## src/rtl/mem_pkg.sv

```systemverilog
// Shared definitions for the memory access unit: size and fault encodings,
// bank ids, FSM states, default segment map and lane helpers.
package mem_pkg;

    localparam logic [1:0] SIZE_BYTE    = 2'b00;
    localparam logic [1:0] SIZE_HALF    = 2'b01;
    localparam logic [1:0] SIZE_WORD    = 2'b10;
    localparam logic [1:0] SIZE_ILLEGAL = 2'b11;

    localparam logic [1:0] CODE_OK         = 2'b00;
    localparam logic [1:0] CODE_UNMAPPED   = 2'b01;
    localparam logic [1:0] CODE_MISALIGNED = 2'b10;
    localparam logic [1:0] CODE_ILLEGAL    = 2'b11;

    localparam logic [1:0] BANK_DATA  = 2'd0;
    localparam logic [1:0] BANK_STACK = 2'd1;
    localparam logic [1:0] BANK_MMIO  = 2'd2;

    localparam logic [31:0] DEF_DATA_BASE  = 32'h1001_0000;
    localparam logic [31:0] DEF_STACK_BASE = 32'hEFFF_F000;
    localparam logic [31:0] DEF_MMIO_BASE  = 32'hFFFF_0000;
    localparam int          DEF_SEG_BYTES  = 4096;
    localparam int          DEF_MMIO_BYTES = 64;

    typedef enum logic [2:0] {
        ST_IDLE,
        ST_RD,
        ST_RD_WAIT,
        ST_WR,
        ST_RESP
    } state_t;

    // Pull the addressed lane out of a RAM word and extend it to 32 bits.
    function automatic logic [31:0] extractLane(input logic [31:0] word,
                                                input logic [1:0]  size,
                                                input logic [1:0]  off,
                                                input logic        sgn);
        logic [31:0] shifted;
        logic [7:0]  b;
        logic [15:0] h;
        shifted = word >> {off, 3'b000};
        b = shifted[7:0];
        h = off[1] ? word[31:16] : word[15:0];
        case (size)
            SIZE_BYTE: return {{24{sgn & b[7]}}, b};
            SIZE_HALF: return {{16{sgn & h[15]}}, h};
            default:   return word;
        endcase
    endfunction

    // Replace the addressed lane of a RAM word with right-aligned store data.
    function automatic logic [31:0] mergeLane(input logic [31:0] word,
                                              input logic [31:0] data,
                                              input logic [1:0]  size,
                                              input logic [1:0]  off);
        logic [31:0] mask;
        mask = 32'h0000_00FF << {off, 3'b000};
        case (size)
            SIZE_BYTE: return (word & ~mask) | ((data & 32'h0000_00FF) << {off, 3'b000});
            SIZE_HALF: return off[1] ? {data[15:0], word[15:0]} : {word[31:16], data[15:0]};
            default:   return data;
        endcase
    endfunction

endpackage

```

## src/rtl/mem_region_decode.sv

```systemverilog
// Combinational region decoder: virtual byte address + access size to
// bank, word address and fault code (illegal size > unmapped > misaligned).
module mem_region_decode
    import mem_pkg::*;
#(
    parameter int          ADDR_W     = 11,
    parameter logic [31:0] DATA_BASE  = DEF_DATA_BASE,
    parameter logic [31:0] STACK_BASE = DEF_STACK_BASE,
    parameter logic [31:0] MMIO_BASE  = DEF_MMIO_BASE,
    parameter int          SEG_BYTES  = DEF_SEG_BYTES,
    parameter int          MMIO_BYTES = DEF_MMIO_BYTES
) (
    input  logic [31:0]       va,
    input  logic [1:0]        size,
    output logic              hit,
    output logic [1:0]        bank,
    output logic [ADDR_W-1:0] wordAddr,
    output logic              fault,
    output logic [1:0]        code
);

    localparam logic [31:0] DATA_LAST  = DATA_BASE  + 32'(SEG_BYTES)  - 32'd1;
    localparam logic [31:0] STACK_LAST = STACK_BASE + 32'(SEG_BYTES)  - 32'd1;
    localparam logic [31:0] MMIO_LAST  = MMIO_BASE  + 32'(MMIO_BYTES) - 32'd1;

    logic [31:0] offset;
    logic        misaligned;

    // Region match, word address and prioritised fault code.
    always_comb begin
        hit    = 1'b0;
        bank   = BANK_DATA;
        offset = 32'd0;
        if (va >= DATA_BASE && va <= DATA_LAST) begin
            hit    = 1'b1;
            bank   = BANK_DATA;
            offset = va - DATA_BASE;
        end else if (va >= STACK_BASE && va <= STACK_LAST) begin
            hit    = 1'b1;
            bank   = BANK_STACK;
            offset = va - STACK_BASE;
        end else if (va >= MMIO_BASE && va <= MMIO_LAST) begin
            hit    = 1'b1;
            bank   = BANK_MMIO;
            offset = va - MMIO_BASE;
        end
        wordAddr = ADDR_W'(offset >> 2);

        // Device registers are word-only, so sub-word MMIO counts as misaligned.
        misaligned = ((size == SIZE_HALF) && va[0])
                  || ((size == SIZE_WORD) && (va[1:0] != 2'b00))
                  || ((bank == BANK_MMIO) && (size != SIZE_WORD));

        if (size == SIZE_ILLEGAL)  code = CODE_ILLEGAL;
        else if (!hit)             code = CODE_UNMAPPED;
        else if (misaligned)       code = CODE_MISALIGNED;
        else                       code = CODE_OK;
        fault = (code != CODE_OK);
    end

endmodule

```

## src/rtl/mem_access_unit.sv

```systemverilog
// Load/store unit between the CPU and the banked word RAMs: decodes the
// request, runs read / read-modify-write / write sequences and returns a
// one-cycle response carrying extended load data or a fault code.
//
// Request handshake: a request transfers on a rising edge where req_valid
// and req_ready are both 1. req_ready is high only in IDLE, and all request
// inputs are ignored while it is low. The response is a single-cycle
// resp_valid pulse with no backpressure.
module mem_access_unit
    import mem_pkg::*;
#(
    parameter int          ADDR_W     = 11,
    parameter logic [31:0] DATA_BASE  = DEF_DATA_BASE,
    parameter logic [31:0] STACK_BASE = DEF_STACK_BASE,
    parameter logic [31:0] MMIO_BASE  = DEF_MMIO_BASE,
    parameter int          SEG_BYTES  = DEF_SEG_BYTES,
    parameter int          MMIO_BYTES = DEF_MMIO_BYTES
) (
    input  logic              clk,
    input  logic              rst_n,
    input  logic              req_valid,
    output logic              req_ready,
    input  logic              req_write,
    input  logic [1:0]        req_size,
    input  logic              req_signed,
    input  logic [31:0]       req_addr,
    input  logic [31:0]       req_wdata,
    output logic              resp_valid,
    output logic [31:0]       resp_rdata,
    output logic              resp_err,
    output logic [1:0]        resp_code,
    output logic              mem_en,
    output logic              mem_we,
    output logic [1:0]        mem_bank,
    output logic [ADDR_W-1:0] mem_addr,
    output logic [31:0]       mem_wdata,
    input  logic [31:0]       mem_rdata,
    output state_t            dbgState
);

    state_t            state, nextState;
    logic              decHit, decFault;
    logic [1:0]        decBank, decCode;
    logic [ADDR_W-1:0] decWordAddr;

    logic              rWrite, rSigned;
    logic [1:0]        rSize, rOff, rCode;
    logic [31:0]       rdataQ, wdataQ;

    mem_region_decode #(
        .ADDR_W    (ADDR_W),
        .DATA_BASE (DATA_BASE),
        .STACK_BASE(STACK_BASE),
        .MMIO_BASE (MMIO_BASE),
        .SEG_BYTES (SEG_BYTES),
        .MMIO_BYTES(MMIO_BYTES)
    ) u_decode (
        .va      (req_addr),
        .size    (req_size),
        .hit     (decHit),
        .bank    (decBank),
        .wordAddr(decWordAddr),
        .fault   (decFault),
        .code    (decCode)
    );

    // State register; reset abandons any sequence in flight, including a pending RMW write.
    always_ff @(posedge clk or negedge rst_n) begin
        if (!rst_n) state <= ST_IDLE;
        else        state <= nextState;
    end

    // Next state and the state-decoded strobes.
    always_comb begin
        nextState  = state;
        req_ready  = 1'b0;
        mem_en     = 1'b0;
        mem_we     = 1'b0;
        resp_valid = 1'b0;
        case (state)
            ST_IDLE: begin
                req_ready = 1'b1;
                if (req_valid) begin
                    if (decFault)                               nextState = ST_RESP;
                    else if (req_write && req_size == SIZE_WORD) nextState = ST_WR;
                    else                                        nextState = ST_RD;
                end
            end
            ST_RD: begin
                mem_en    = 1'b1;
                nextState = ST_RD_WAIT;
            end
            ST_RD_WAIT: nextState = rWrite ? ST_WR : ST_RESP;
            ST_WR: begin
                mem_en    = 1'b1;
                mem_we    = 1'b1;
                nextState = ST_RESP;
            end
            ST_RESP: begin
                resp_valid = 1'b1;
                nextState  = ST_IDLE;
            end
            default: nextState = ST_IDLE;
        endcase
        resp_err = resp_valid && (rCode != CODE_OK);
    end

    // Request capture on accept, then lane extract (load) or lane merge (sub-word store).
    always_ff @(posedge clk or negedge rst_n) begin
        if (!rst_n) begin
            rWrite   <= 1'b0;
            rSigned  <= 1'b0;
            rSize    <= SIZE_BYTE;
            rOff     <= 2'b00;
            rCode    <= CODE_OK;
            mem_bank <= BANK_DATA;
            mem_addr <= '0;
            wdataQ   <= 32'd0;
            rdataQ   <= 32'd0;
        end else if (state == ST_IDLE && req_valid) begin
            rWrite   <= req_write;
            rSigned  <= req_signed;
            rSize    <= req_size;
            rOff     <= req_addr[1:0];
            rCode    <= decCode;
            mem_bank <= decHit ? decBank : BANK_DATA;
            mem_addr <= decWordAddr;
            wdataQ   <= req_wdata;
            rdataQ   <= 32'd0;
        end else if (state == ST_RD_WAIT) begin
            if (rWrite) wdataQ <= mergeLane(mem_rdata, wdataQ, rSize, rOff);
            else        rdataQ <= extractLane(mem_rdata, rSize, rOff, rSigned);
        end
    end

    assign resp_rdata = rdataQ;
    assign resp_code  = rCode;
    assign mem_wdata  = wdataQ;
    assign dbgState   = state;

endmodule

```

## config.mk

```make
export PLATFORM = sky130hd
export DESIGN_NAME = mem_access_unit
export DESIGN_NICKNAME = d
export VERILOG_FILES = /design/src/rtl/mem_pkg.sv /design/src/rtl/mem_region_decode.sv /design/src/rtl/mem_access_unit.sv
export SDC_FILE = /design/constraint.sdc
export NUM_CORES = 1
export LEC_CHECK = 0
export BUFFER_PORTS_ARGS = -buffer_cell sky130_fd_sc_hd__clkbuf_2
export CAP_MARGIN = 30
export CORE_ASPECT_RATIO = 1.4
export CORE_MARGIN = 5
export CORE_UTILIZATION = 35
export CTS_BUF_LIST = sky130_fd_sc_hd__clkbuf_4 sky130_fd_sc_hd__clkbuf_8 sky130_fd_sc_hd__clkbuf_16
export CTS_CLUSTER_DIAMETER = 120
export DETAILED_ROUTE_END_ITERATION = 8
export PLACE_DENSITY = 0.74
export SETUP_SLACK_MARGIN = 0.3
export SLEW_MARGIN = 20
export SYNTH_ARGS = -nofsm -noshare
export SYNTH_HDL_FRONTEND = slang
export SYNTH_HIERARCHICAL = 1
export SYNTH_SLANG_ARGS = --single-unit
```

## constraint.sdc

```tcl
create_clock -name clk -period 1.72 [get_ports clk]
set_input_delay 0.344 -clock clk [delete_from_list [all_inputs] [get_ports clk]]
set_output_delay 0.344 -clock clk [all_outputs]
set_load 0.05 [all_outputs]
```

==> results.md <==
* Count leader, synth: nand2_1
* Die ar. at 16600 um2
* Total GRT Usage at 23.7%
* Starting Density at 35.5%
* Period utilization at 106%
* Main flop type after synthesis: dfrtp_1
* Final Max Slew Viols at 0
* Post-Syn Area at 4920 um2
* Register area share after synthesis at 44.8%
* CTS Root Cell: clkbuf_16
* Wire per inst at 20.7 um
* CTS tree: built
* First-pass GRT wire length at 29.7 mm
* ANT cells at 0
* Crit-path max cell delay at 440 ps
* Setup TNS at -3440 ps
* Row count at 51
* Post-route ant nets at 0
* CP Data Required Time at 1380 ps
* CTS Sinks at 88
* Vias per Instance at 5.57
* Vias at 5518
* Worst setup margin at -100 ps
* DIE WIDTH at 110 um
* Status: complete, but fails checks
* Port bufs at 189
* Critical path startpoint category: flip-flop
* Area leader, netlist: dfrtp_1
* Post-route minimum period at 1820 ps
* Number of enable flip-flop cells after synthesis at 0
* Final setup fails at 64
* Fmax at 549 MHz
* Detailed Routing Iterations Pass 1 at 5
* Core area at 13800 um2
* PwrDens at 887 nW/um2
* Largest net degree at the start of global routing at 37
* I/O pin cnt at 190
* Synth top area cells: dfrtp_1 45%, nand2_1 8.8%, o21ai_0 4.4%
* Synthesized area per cell at 9.32 um2
* Num CTS Buffers at 9
* Syn nets at 631
* Vias in the first global route at 5556
* Worst Tran Pin Value at 590 ps
* Initial drt markers at 418
* Clock Path Buffers at 2
* Async set-reset flop share out of synthesis at 100%
* Dpl ws at -346 ps
* Post-synth top cells: 115 x nand2_1, 88 x dfrtp_1, 43 x o21ai_0
* Htree depth at 3
* RePlAce Congestion at 0.957
* Failing checks: negative setup slack
* Nets@finish at 903
* Slew headroom at 60.6%
* VDD IR max at 0.493 mV
* Share of cells above drive strength 1 at 61.4%
* Leakage at 0.00421 uW
* DR DRC count at 0
* Final Hold Vio Count at 0
* Crit Path Class: flip-flop to output pin
* Final wirelength at 20.5 mm
* YS warnings at 6
* Post-DP Area at 6530 um2
* Max cap viols at 0
* Hold WC Path Type: input port to flip-flop
* Post-synth cell types at 57
* RSZ-0062 raised after global routing: yes
* CP Cell Sequence: buf_6 > nor2_4 > and2_4 > o21a_4 > clkbuf_16
* Synth top area share at 44.8%
* #FFs+latches synth at 88
* Clock Latency Late Sink at 350 ps
* Clk_skew at 10.2 ps
* Post-synthesis cell count at 528
* Hpwl dp at 13.3 mm
* Clock transition at path regs at 70 ps
* Kind of end point of the critical path: output pin
* Finished Cell Area at 8520 um2
* Initial antenna violation count at 0
* Area grow syn2layout at 73.2%
* Overflow after GRT at 0
* Slowest-stage cell, CP: dfrtp_2
* Die height at 150 um
* Crit path max fanout at 4
* Critical Path AT at 1480 ps
placed cells by master (no fill, tap or decap), drive strengths merged, types with 5 or more instances in the layout:
cell    count
clkbuf    184
a22oi      15
a21boi      7
a22o       16
inv         8
a221o      16
o22a        8
buf       126
mux2i      18
a31oi       9
a222oi      7
a21oi      36
and2       20
nand2     115
o21ai      45
nor2       12
mux2       15
nor3        5
dfrtp      88
nand4       5
kinds of logic after synthesis:
| kind of cell | Yosys count | synth area share, % |
|---|---|---|
| simple gates | 182 | 17.5 |
| compound gates | 176 | 24.8 |
| flops | 88 | 44.8 |
| buf+inv | 47 | 5.24 |
| mux | 34 | 7.55 |
| other cells | 1 | 0.0762 |
final timing paths:
path                        startpoint  cells past startpoint             end  slack (ps)
min in group asynchronous        rst_n                      2  resp_rdata[29]         430
max                        dbgState[1]                      5        resp_err        -100
max reg2reg                dbgState[2]                      9   mem_wdata[14]        -100
min                         req_signed                      3         rSigned         210
max in group asynchronous        rst_n                      3    mem_wdata[2]         780
min reg2reg                mem_addr[7]                      2     mem_addr[7]         480
per-layer routing:
metal / up-vias / global-route usage, % / part of all wire (%)
met4: 0 / 14.4 / 5.2
met3: 62 / 4.63 / 7.0
li1: 2497 / - / -
met5: - / 0 / 0
met1: 2689 / 26.4 / 36
met2: 270 / 40.9 / 52
metrics by stage:
| stage | hold slack, ps | total power, uW | util (%) | instances |
|---|---|---|---|---|
| finish | 214 | 7560 | 61.5 | 990 |
| detailed placement | 254 | 4810 | 47.1 | 920 |
| floorplan | 48.4 | 4010 | - | 528 |
| global placement | 252 | 4790 | 47.1 | 920 |
| CTS | 214 | 7370 | 58.0 | 974 |
| global route | 235 | 7830 | 61.5 | 990 |
sequential cells by signal, indices dropped and copies added (netlist names):
name,cells
mem_bank,2
resp_rdata,32
dbgState,3
mem_addr,11
resp_code,2
mem_wdata,32
rSigned,1
rOff,2
rSize,2
rWrite,1
final cells by class:
class                           count  area [um2]
Sequential cell                    88        2210
Fill cell                        1080        5330
Multi-Input combinational cell    393        3190
Tap cell                          185         231
Clock buffer                       11         246
Timing Repair Buffer              300        2550
Clock inverter                      5        63.8
Inverter                            8        33.8
power breakdown:
part | internal, uW | switching (uW) | total (uW)
clock | 1190 | 876 | 2070
sequential | 2280 | 242 | 2530
combinational | 1140 | 1820 | 2960
repair_timing:
| item | 4_1_cts | 5_1_grt |
|---|---|---|
| resized for setup | 185 | 97 |
| gates cloned | 11 | 3 |
| pin swaps | 59 | 52 |
| hold buffers | 1 | 0 |
| setup endpoints to repair | 102 | 108 |
| setup buffers | 26 | 13 |
| hold endpoints to repair | 18 | 0 |
critical path: cells and delay by family, from the launching register on:
family                 cells  cell delay [ps]
AO/OA/AOI/OAI              1              120
flip-flops                 1              440
buffers and inverters      2              290
AND/OR/NAND/NOR            2              270
Power figures use the tool's default switching activity.
